[src/rtl/div_pkg.sv]
// div_pkg: shared op/state encodings and default width for the divider
package div_pkg;
  localparam int XLEN_DEFAULT = 32;
  typedef enum logic [1:0] {OP_DIV = 2'b00, OP_DIVU = 2'b01, OP_REM = 2'b10, OP_REMU = 2'b11} op_e;
  typedef enum logic [1:0] {IDLE = 2'b00, CALC = 2'b01, FINISH = 2'b10} state_e;
endpackage

[src/rtl/div_sign_fix.sv]
// div_sign_fix: turns the unsigned quotient/remainder into the RISC-V result
module div_sign_fix
  import div_pkg::*;
#(
  parameter int XLEN = XLEN_DEFAULT
) (
  input  logic [XLEN-1:0] quo,
  input  logic [XLEN-1:0] rem,
  input  logic            neg_a,
  input  logic            neg_b,
  input  logic            dz,
  input  op_e             op,
  output logic [XLEN-1:0] result
);
  logic [XLEN-1:0] q, r;
  // divide-by-zero keeps the all-ones quotient; remainder follows the dividend sign
  always_comb begin
    q = ((neg_a ^ neg_b) && !dz) ? -quo : quo;
    r = neg_a ? -rem : rem;
    result = (op == OP_REM || op == OP_REMU) ? r : q;
  end
endmodule

[src/rtl/riscv_div_unit.sv]
// riscv_div_unit: iterative radix-2 RV32M divider; DIV_FAST_SPECIAL_EN short-cuts divide-by-zero and signed overflow
module riscv_div_unit
  import div_pkg::*;
#(
  parameter int XLEN = XLEN_DEFAULT
) (
  input  logic            clk,
  input  logic            rst,
  input  logic            start,
  input  logic [1:0]      op,
  input  logic [XLEN-1:0] dividend,
  input  logic [XLEN-1:0] divisor,
  output logic            busy,
  output logic            done,
  output logic [XLEN-1:0] result
);
  localparam int CW = $clog2(XLEN);
  state_e          state;
  op_e             op_q;
  logic [CW-1:0]   cnt;
  logic [XLEN-1:0] quo, rem, dvs, abs_a, abs_b, fixed;
  logic            neg_a, neg_b, dz, sgn_in, neg_a_in, neg_b_in, dz_in, fast, ge;
  logic [XLEN:0]   sh, diff;
  // operand conditioning at acceptance and one restoring step
  always_comb begin
    sgn_in = !op[0];
    neg_a_in = sgn_in & dividend[XLEN-1];
    neg_b_in = sgn_in & divisor[XLEN-1];
    abs_a = neg_a_in ? -dividend : dividend;
    abs_b = neg_b_in ? -divisor : divisor;
    dz_in = divisor == '0;
    sh = {rem, quo[XLEN-1]};
    diff = sh - {1'b0, dvs};
    ge = !diff[XLEN];
  end
`ifdef DIV_FAST_SPECIAL_EN
  assign fast = dz_in | (sgn_in & (dividend == {1'b1, {(XLEN-1){1'b0}}}) & (&divisor));
`else
  assign fast = 1'b0;
`endif
  div_sign_fix #(.XLEN(XLEN)) u_fix (
    .quo(quo), .rem(rem), .neg_a(neg_a), .neg_b(neg_b), .dz(dz), .op(op_q), .result(fixed)
  );
  // control FSM with shift-subtract datapath and registered outputs
  always_ff @(posedge clk) begin
    if (rst) begin
      state <= IDLE;
      cnt <= '0;
      busy <= 1'b0;
      done <= 1'b0;
      result <= '0;
      op_q <= OP_DIV;
      quo <= '0;
      rem <= '0;
      dvs <= '0;
      neg_a <= 1'b0;
      neg_b <= 1'b0;
      dz <= 1'b0;
    end else begin
      done <= 1'b0;
      case (state)
        IDLE: if (start) begin
          op_q <= op_e'(op);
          neg_a <= neg_a_in;
          neg_b <= neg_b_in;
          dz <= dz_in;
          dvs <= abs_b;
          quo <= (fast && dz_in) ? '1 : abs_a;
          rem <= (fast && dz_in) ? abs_a : '0;
          cnt <= '0;
          state <= fast ? FINISH : CALC;
          busy <= !fast;
        end
        CALC: begin
          rem <= ge ? diff[XLEN-1:0] : sh[XLEN-1:0];
          quo <= {quo[XLEN-2:0], ge};
          cnt <= cnt + CW'(1);
          if (cnt == CW'(XLEN-1)) begin
            state <= FINISH;
            busy <= 1'b0;
          end
        end
        FINISH: begin
          result <= fixed;
          done <= 1'b1;
          state <= IDLE;
        end
        default: state <= IDLE;
      endcase
    end
  end
endmodule
[config.mk]
export PLATFORM = sky130hd
export DESIGN_NAME = riscv_div_unit
export DESIGN_NICKNAME = d
export VERILOG_FILES = /design/src/rtl/div_pkg.sv /design/src/rtl/div_sign_fix.sv /design/src/rtl/riscv_div_unit.sv
export SDC_FILE = /design/constraint.sdc
export NUM_CORES = 1
export LEC_CHECK = 0
export ABC_AREA = 0
export BUFFER_PORTS_ARGS = -buffer_cell sky130_fd_sc_hd__buf_2
export CAP_MARGIN = 20
export CORE_MARGIN = 3
export CORE_UTILIZATION = 45
export CTS_CLUSTER_SIZE = 30
export DETAILED_ROUTE_END_ITERATION = 8
export PLACE_DENSITY_LB_ADDON = 0.12
export SKIP_LAST_GASP = 1
export SLEW_MARGIN = 20
export SYNTH_ARGS = -nofsm -noshare
export SYNTH_HDL_FRONTEND = slang
export SYNTH_SLANG_ARGS = --single-unit
export TNS_END_PERCENT = 100
[constraint.sdc]
create_clock -name clk -period 8.6 [get_ports clk]
set_clock_uncertainty 0.1 [all_clocks]
set_input_delay 0.86 -clock clk [delete_from_list [all_inputs] [get_ports clk]]
set_output_delay 0.86 -clock clk [all_outputs]
set_load 0.03 [all_outputs]
==> results of run 1 <==
## routing by layer
metal  up-vias  share of wire  track usage
li1       4740              -            -
met1      4289           0.51        0.333
met2       196           0.44        0.353
met3        31          0.043       0.0330
met4         0          0.014       0.0614
met5         -              0            0
## kinds of logic (layout without fill, tap and decap cells)
kind of cell             Yosys count  count (layout)  synth area share
AND/OR/NAND/NOR                  410             410             0.202
AO/OA/AOI/OAI                    397             397             0.256
XOR/XNOR                         143             143             0.126
flip-flops                       141             141             0.285
buffers and inverters            126             196            0.0482
adder cells (fa/ha/maj)           39              39            0.0500
multiplexers                      33              33            0.0333
## power by group through the flow
| stage | logic [mW] | registers (mW) | clock network, mW |
|---|---|---|---|
| final | 0.405 | 0.725 | 0.749 |
| after floorplan | 0.305 | 0.722 | 0 |
| after CTS | 0.404 | 0.724 | 0.763 |
| after detailed placement | 0.403 | 0.738 | 0 |
| after global routing | 0.452 | 0.729 | 0.786 |
| after global placement | 0.399 | 0.737 | 0 |
## state kept, by name (all words and copies together) (netlist names), 2 cells and up
| name | count |
|---|---|
| rem | 32 |
| state | 2 |
| result | 32 |
| cnt | 5 |
| quo | 32 |
| dvs | 32 |
## layout make-up
class / instances / area [sq um]
multi-input combinational: 1022 / 6640
sequential: 141 / 2820
timing repair buffer: 111 / 581
clock inverter: 11 / 133
fill: 2135 / 10200
clock buffer: 21 / 460
tap: 275 / 344
inverter: 53 / 199
## path summary, 6_finish.rpt
| check | startpoint | end | slack [ns] |
|---|---|---|---|
| setup reg to reg | quo[31]$_SDFFE_PP0P_ | rem[13]$_SDFFE_PP0P_ | 4.81 |
| setup / recovery | quo[31]$_SDFFE_PP0P_ | rem[13]$_SDFFE_PP0P_ | 4.81 |
| hold reg to reg | result[14]$_SDFFE_PP0P_ | result[14]$_SDFFE_PP0P_ | 0.35 |
| hold / removal | result[14]$_SDFFE_PP0P_ | result[14]$_SDFFE_PP0P_ | 0.35 |
## worst min-delay path, delay by kind of cell (launching register included)
kind,cells,cell delay (ns)
AOI/OAI and AO/OA,1,0.05
and+or+nand+nor,1,0.05
DFF,1,0.31
## stage by stage
stage | cells | hold slack, ns | worst slack, ns
6_report | 1634 | 0.348 | 4.81
2_1_floorplan | 1289 | 0.332 | 5.35
5_1_grt | 1634 | 0.368 | 4.48
4_1_cts | 1634 | 0.349 | 4.79
3_3_place_gp | 1602 | 0.338 | 4.95
3_5_place_dp | 1602 | 0.341 | 4.85
## placed cells by master, fill, tap and decap left out, types with 30 or more instances in the layout
cell and instances:
buf_2 101, o21ai_0 74, a21oi_1 138, o211ai_1 31, nand2_1 171, a211oi_1 36
ha_1 38, xor2_1 76, a22oi_1 30, inv_1 53, dfxtp_1 140, xnor2_1 67
nor2_1 95, mux2i_1 33
==> flow_metrics.tcl, run 1 <==
set metrics [dict create \
    drtPass1Iterations 7 \
    start_util 0.464 \
    clk_path_buf_depth 2 \
    synthTopCellsByArea "dfxtp_1 (28%), a21oi_1 (7.0%), xor2_1 (6.7%), nand2_1 (6.5%), xnor2_1 (5.9%)" \
    yosysTopAreaCellShare 0.285 \
    rsz0062_at_grt "no" \
    cts_setup_buffers 0 \
    totalWireLength_microns 27800 \
    avgRoutedWirePerCell_microns 17.0 \
    worstHoldPathType "flip-flop to flip-flop" \
    setup_violations 0 \
    cp_cell_sequence "inv_1 > ha_1 > fa_1 > nor2b_1 > o2111ai_1 > nand4_1 > nand4_1 > a31oi_1 > a21bo_2 > and3_2 > mux2i_1 > o21ai_0" \
    cpPeakStageDelay_ns 0.89 \
    die_area_sq_um 23900 \
    ctsHoldBuffers 0 \
    place_area_sq_um 10600 \
    relSlewSlack 0.293 \
    overflow 0 \
    synth_commonest_cells "nand2_1 (171), dfxtp_1 (141), a21oi_1 (138)" \
    p_seq_frac 0.386 \
    vias 9256 \
    cts_resized 0 \
    crit_buf_inv 1 \
    hold_viol 0 \
    path_depth 12 \
    cts_buffers 17 \
    cp-start-kind "flip-flop" \
    ys_ff_latch 141 \
    cts_tree "done" \
    max_clock_freq_mhz 264 \
    die_h_microns 154 \
    power_frac_comb 0.216 \
    synth_edf_count 0 \
    drv_slew 0 \
    status "finished, final reports clean" \
    synth_seq_area_share 0.285 \
    p_sw_mw 0.587 \
    crit_top_cell "nand4_1" \
    grt_max_degree 100 \
    grt_pass1_vias 8441 \
    drv_cap 0 \
    max-vdd-ir-drop_v 0.000150 \
    clockPowerShare 0.399 \
    num_antenna_cells 0 \
    p_leak_nw 4.40 \
    netlist_instances 1289 \
    port_buffers 102 \
    core_area_sq_um 21400 \
    fin_area_sq_um 11200 \
    worstSetupPathType "flip-flop to flip-flop" \
    fin_nets 1454 \
    clock_sinks 141 \
    synth.most_common_cell "nand2_1" \
    antenna_found_initial 0 \
    area_delta_synth_final_pct 12.7 \
    ant_nets 0 \
    clock-root-buffer "clkbuf_16" \
    ys_warn_count 0 \
    worstHoldPathCells 2 \
    endpoint_kind "flip-flop" \
    path_clk_slew_ns 0.06 \
    grt_pass1_wl_microns 44400 \
    dp_hpwl_microns 20800 \
    cp_top_family "simple AND/OR/NAND/NOR gates" \
    swShare 0.312 \
    synth.net_count 1397 \
    p_per_area_nw_per_um2 168 \
    drive_above_1_share 0.128 \
    via_per_inst 5.66 \
    finalCritPeriodShare 0.441 \
    async_flop_share 0 \
    rows 53 \
    insertion_delay_ns 0.43 \
    syn_area_per_cell_sq_um 7.69 \
    drc 0 \
    cts_max_level 4 \
    r2r_cells 12 \
    worstMarginPinSlew_ns 1.06 \
    synth_flop_cell "dfxtp_1" \
    crit_path_max_fanout 34 \
    dr.first_iter.drc_count 544 \
    synth_top_cell_by_area "dfxtp_1" \
    period_needed_ns 3.79 \
    pin_count 103 \
    place.gp.congestion 0.890 \
    p_total_mw 1.88 \
    crit_arrival_ns 3.96 \
    final.setup.tns_ns 0 \
    syn_area_sq_um 9920 \
    intPower_mw 1.29 \
    die_w_microns 154 \
    final_core_util 0.524 \
    track_usage 0.228 \
    ys_types 67 \
    worst_path_max_delay_cell "and3_2" \
    critPathRequiredTime_ns 8.76 \
]
No activity file was read; power rests on OpenSTA's default activity.
==> run 2, diff against run 1 <==
clock period = 3.3 ns   (was 8.6 ns; I/O delays follow)
==> run 2 against run 1 <==
Combinational power rose to 2.8 times the previous value. Clock-buffer cell count decreased by 1. Routed wire length grew 1.7%. Highest routed layer unchanged. Fmax rose by 23%. First-iteration DRC count up 36%.
==> flow_metrics.tcl, run 2 (same netlist as run 1, synthesis figures left out) <==
set metrics [dict create \
    setup_slack_ns 0.212 \
    via_per_inst 5.62 \
    critPathRequiredTime_ns 3.53 \
    cts_max_level 4 \
    totalWireLength_microns 28200 \
    die_area_sq_um 23900 \
    clock-root-buffer "clkbuf_16" \
    power_frac_comb 0.228 \
    cts_setup_buffers 0 \
    worstHoldPathType "input pin to flip-flop" \
    cts_buffers 17 \
    avgRoutedWirePerCell_microns 16.9 \
    overflow 0 \
    max_clock_freq_mhz 324 \
    start_util 0.464 \
    drive_above_1_share 0.155 \
    swShare 0.312 \
    grt_max_degree 73 \
    antenna_found_initial 0 \
    ant_nets 0 \
    die_h_microns 154 \
    place.gp.congestion 0.899 \
    max-vdd-ir-drop_v 0.000306 \
    setup_violations 0 \
    p_sw_mw 1.54 \
    final_common_cell "nand2_1" \
    track_usage 0.232 \
    drv_slew 0 \
    period_needed_ns 3.09 \
    final.setup.tns_ns 0 \
    endpoint_kind "flip-flop" \
    hold_viol 0 \
    rsz0062_at_grt "no" \
    p_leak_nw 4.61 \
    dp_slack_ns 0.0447 \
    fin_nets 1492 \
    grt_pass1_wl_microns 45300 \
    grt_pass1_vias 8613 \
    drv_cap 0 \
    core_area_sq_um 21400 \
    insertion_delay_ns 0.43 \
    area_delta_synth_final_pct 16.2 \
    finalCritPeriodShare 0.936 \
    crit_path_max_fanout 5 \
    final_cell_mix "nand2_1 (171), dfxtp_1 (139), a21oi_1 (138)" \
    p_seq_frac 0.379 \
    die_w_microns 154 \
    path_clk_slew_ns 0.06 \
    relSlewSlack 0.280 \
    worstMarginPinSlew_ns 1.08 \
    worstSetupPathType "flip-flop to flip-flop" \
    intPower_mw 3.40 \
    crit_arrival_ns 3.32 \
    fin_hold_ws_ns 0.0388 \
    rows 53 \
    cts_tree "done" \
    vias 9393 \
    drtPass1Iterations 5 \
    dr.first_iter.drc_count 739 \
    p_per_area_nw_per_um2 429 \
    clock_sinks 141 \
    num_antenna_cells 0 \
    clk_path_buf_depth 2 \
    drc 0 \
    dp_hpwl_microns 21600 \
    port_buffers 102 \
    cp-start-kind "flip-flop" \
    pin_count 103 \
    clockPowerShare 0.393 \
    status "finished, final reports clean" \
    p_total_mw 4.94 \
]
[run 2: changes by cell type in the layout (fill, tap and decap cells not counted), moves of 2 or more]
cell | previous run | this run
nor2b_2 | 1 | 3
clkinvlp_4 | 2 | 4
buf_4 | 10 | 45
buf_12 | 0 | 2
[run 2: power by group through the flow]
stage / logic (mW) / registers (mW) / clock network, mW
2_1_floorplan: 0.795 / 1.88 / 0
3_3_place_gp: 1.10 / 1.90 / 0
3_5_place_dp: 1.10 / 1.91 / 0
4_1_cts: 1.11 / 1.87 / 1.98
5_1_grt: 1.25 / 1.88 / 2.04
6_report: 1.13 / 1.87 / 1.94
[run 2: cell type report]
class | instances | area [sq um]
inverters | 53 | 199
clock buffers | 20 | 457
multi-input cells | 1022 | 6660
repair buffers | 149 | 908
fillers | 2092 | 9830
clock inverters | 11 | 134
flip-flops and latches | 141 | 2830
well taps | 275 | 344
[run 2: what timing repair did]
action / 4_1_cts / 5_1_grt
endpoints found under the setup margin: 0 / 33
hold buffers: 0 / 0
resized for setup: 0 / 6
[run 2: layer usage]
| layer | up-vias | part of all wire | GRT usage | routed length (microns) |
|---|---|---|---|---|
| li1 | 4803 | - | - | - |
| met1 | 4337 | 0.51 | 0.353 | 14300 |
| met2 | 225 | 0.43 | 0.349 | 12200 |
| met3 | 28 | 0.049 | 0.0350 | 1370 |
| met4 | 0 | 0.012 | 0.0492 | 336 |
| met5 | - | 0 | 0 | 0 |
[run 2: path summary, 6_finish.rpt]
check	cells past startpoint	slack [ns]	start	to
hold reg to reg	2	0.35	result[22]$_SDFFE_PP0P_	result[22]$_SDFFE_PP0P_
setup reg to reg	10	0.21	rem[10]$_SDFFE_PP0P_	rem[26]$_SDFFE_PP0P_
hold / removal	3	0.04	op[1]	op_q[1]$_SDFFE_PP0P_
setup / recovery	10	0.21	rem[10]$_SDFFE_PP0P_	rem[26]$_SDFFE_PP0P_
[run 2: metrics by stage]
step	area, sq um	utilization	instances
final	11500	0.540	1671
after floorplan	9920	-	1289
after global routing	11500	0.540	1671
after detailed placement	10900	0.510	1639
after CTS	11500	0.537	1670
after global placement	10900	0.510	1639
[run 2: worst max-delay path, stage by stage, from the launching register on]
cell and delay [ns]:
dfxtp_1 0.46, ha_1 0.29, a211oi_1 0.23, nor2_1 0.08, or4b_2 0.61, a31oi_1 0.20
o21ai_0 0.25, a211oi_1 0.33, xnor2_1 0.18, mux2i_1 0.10, o21ai_0 0.16
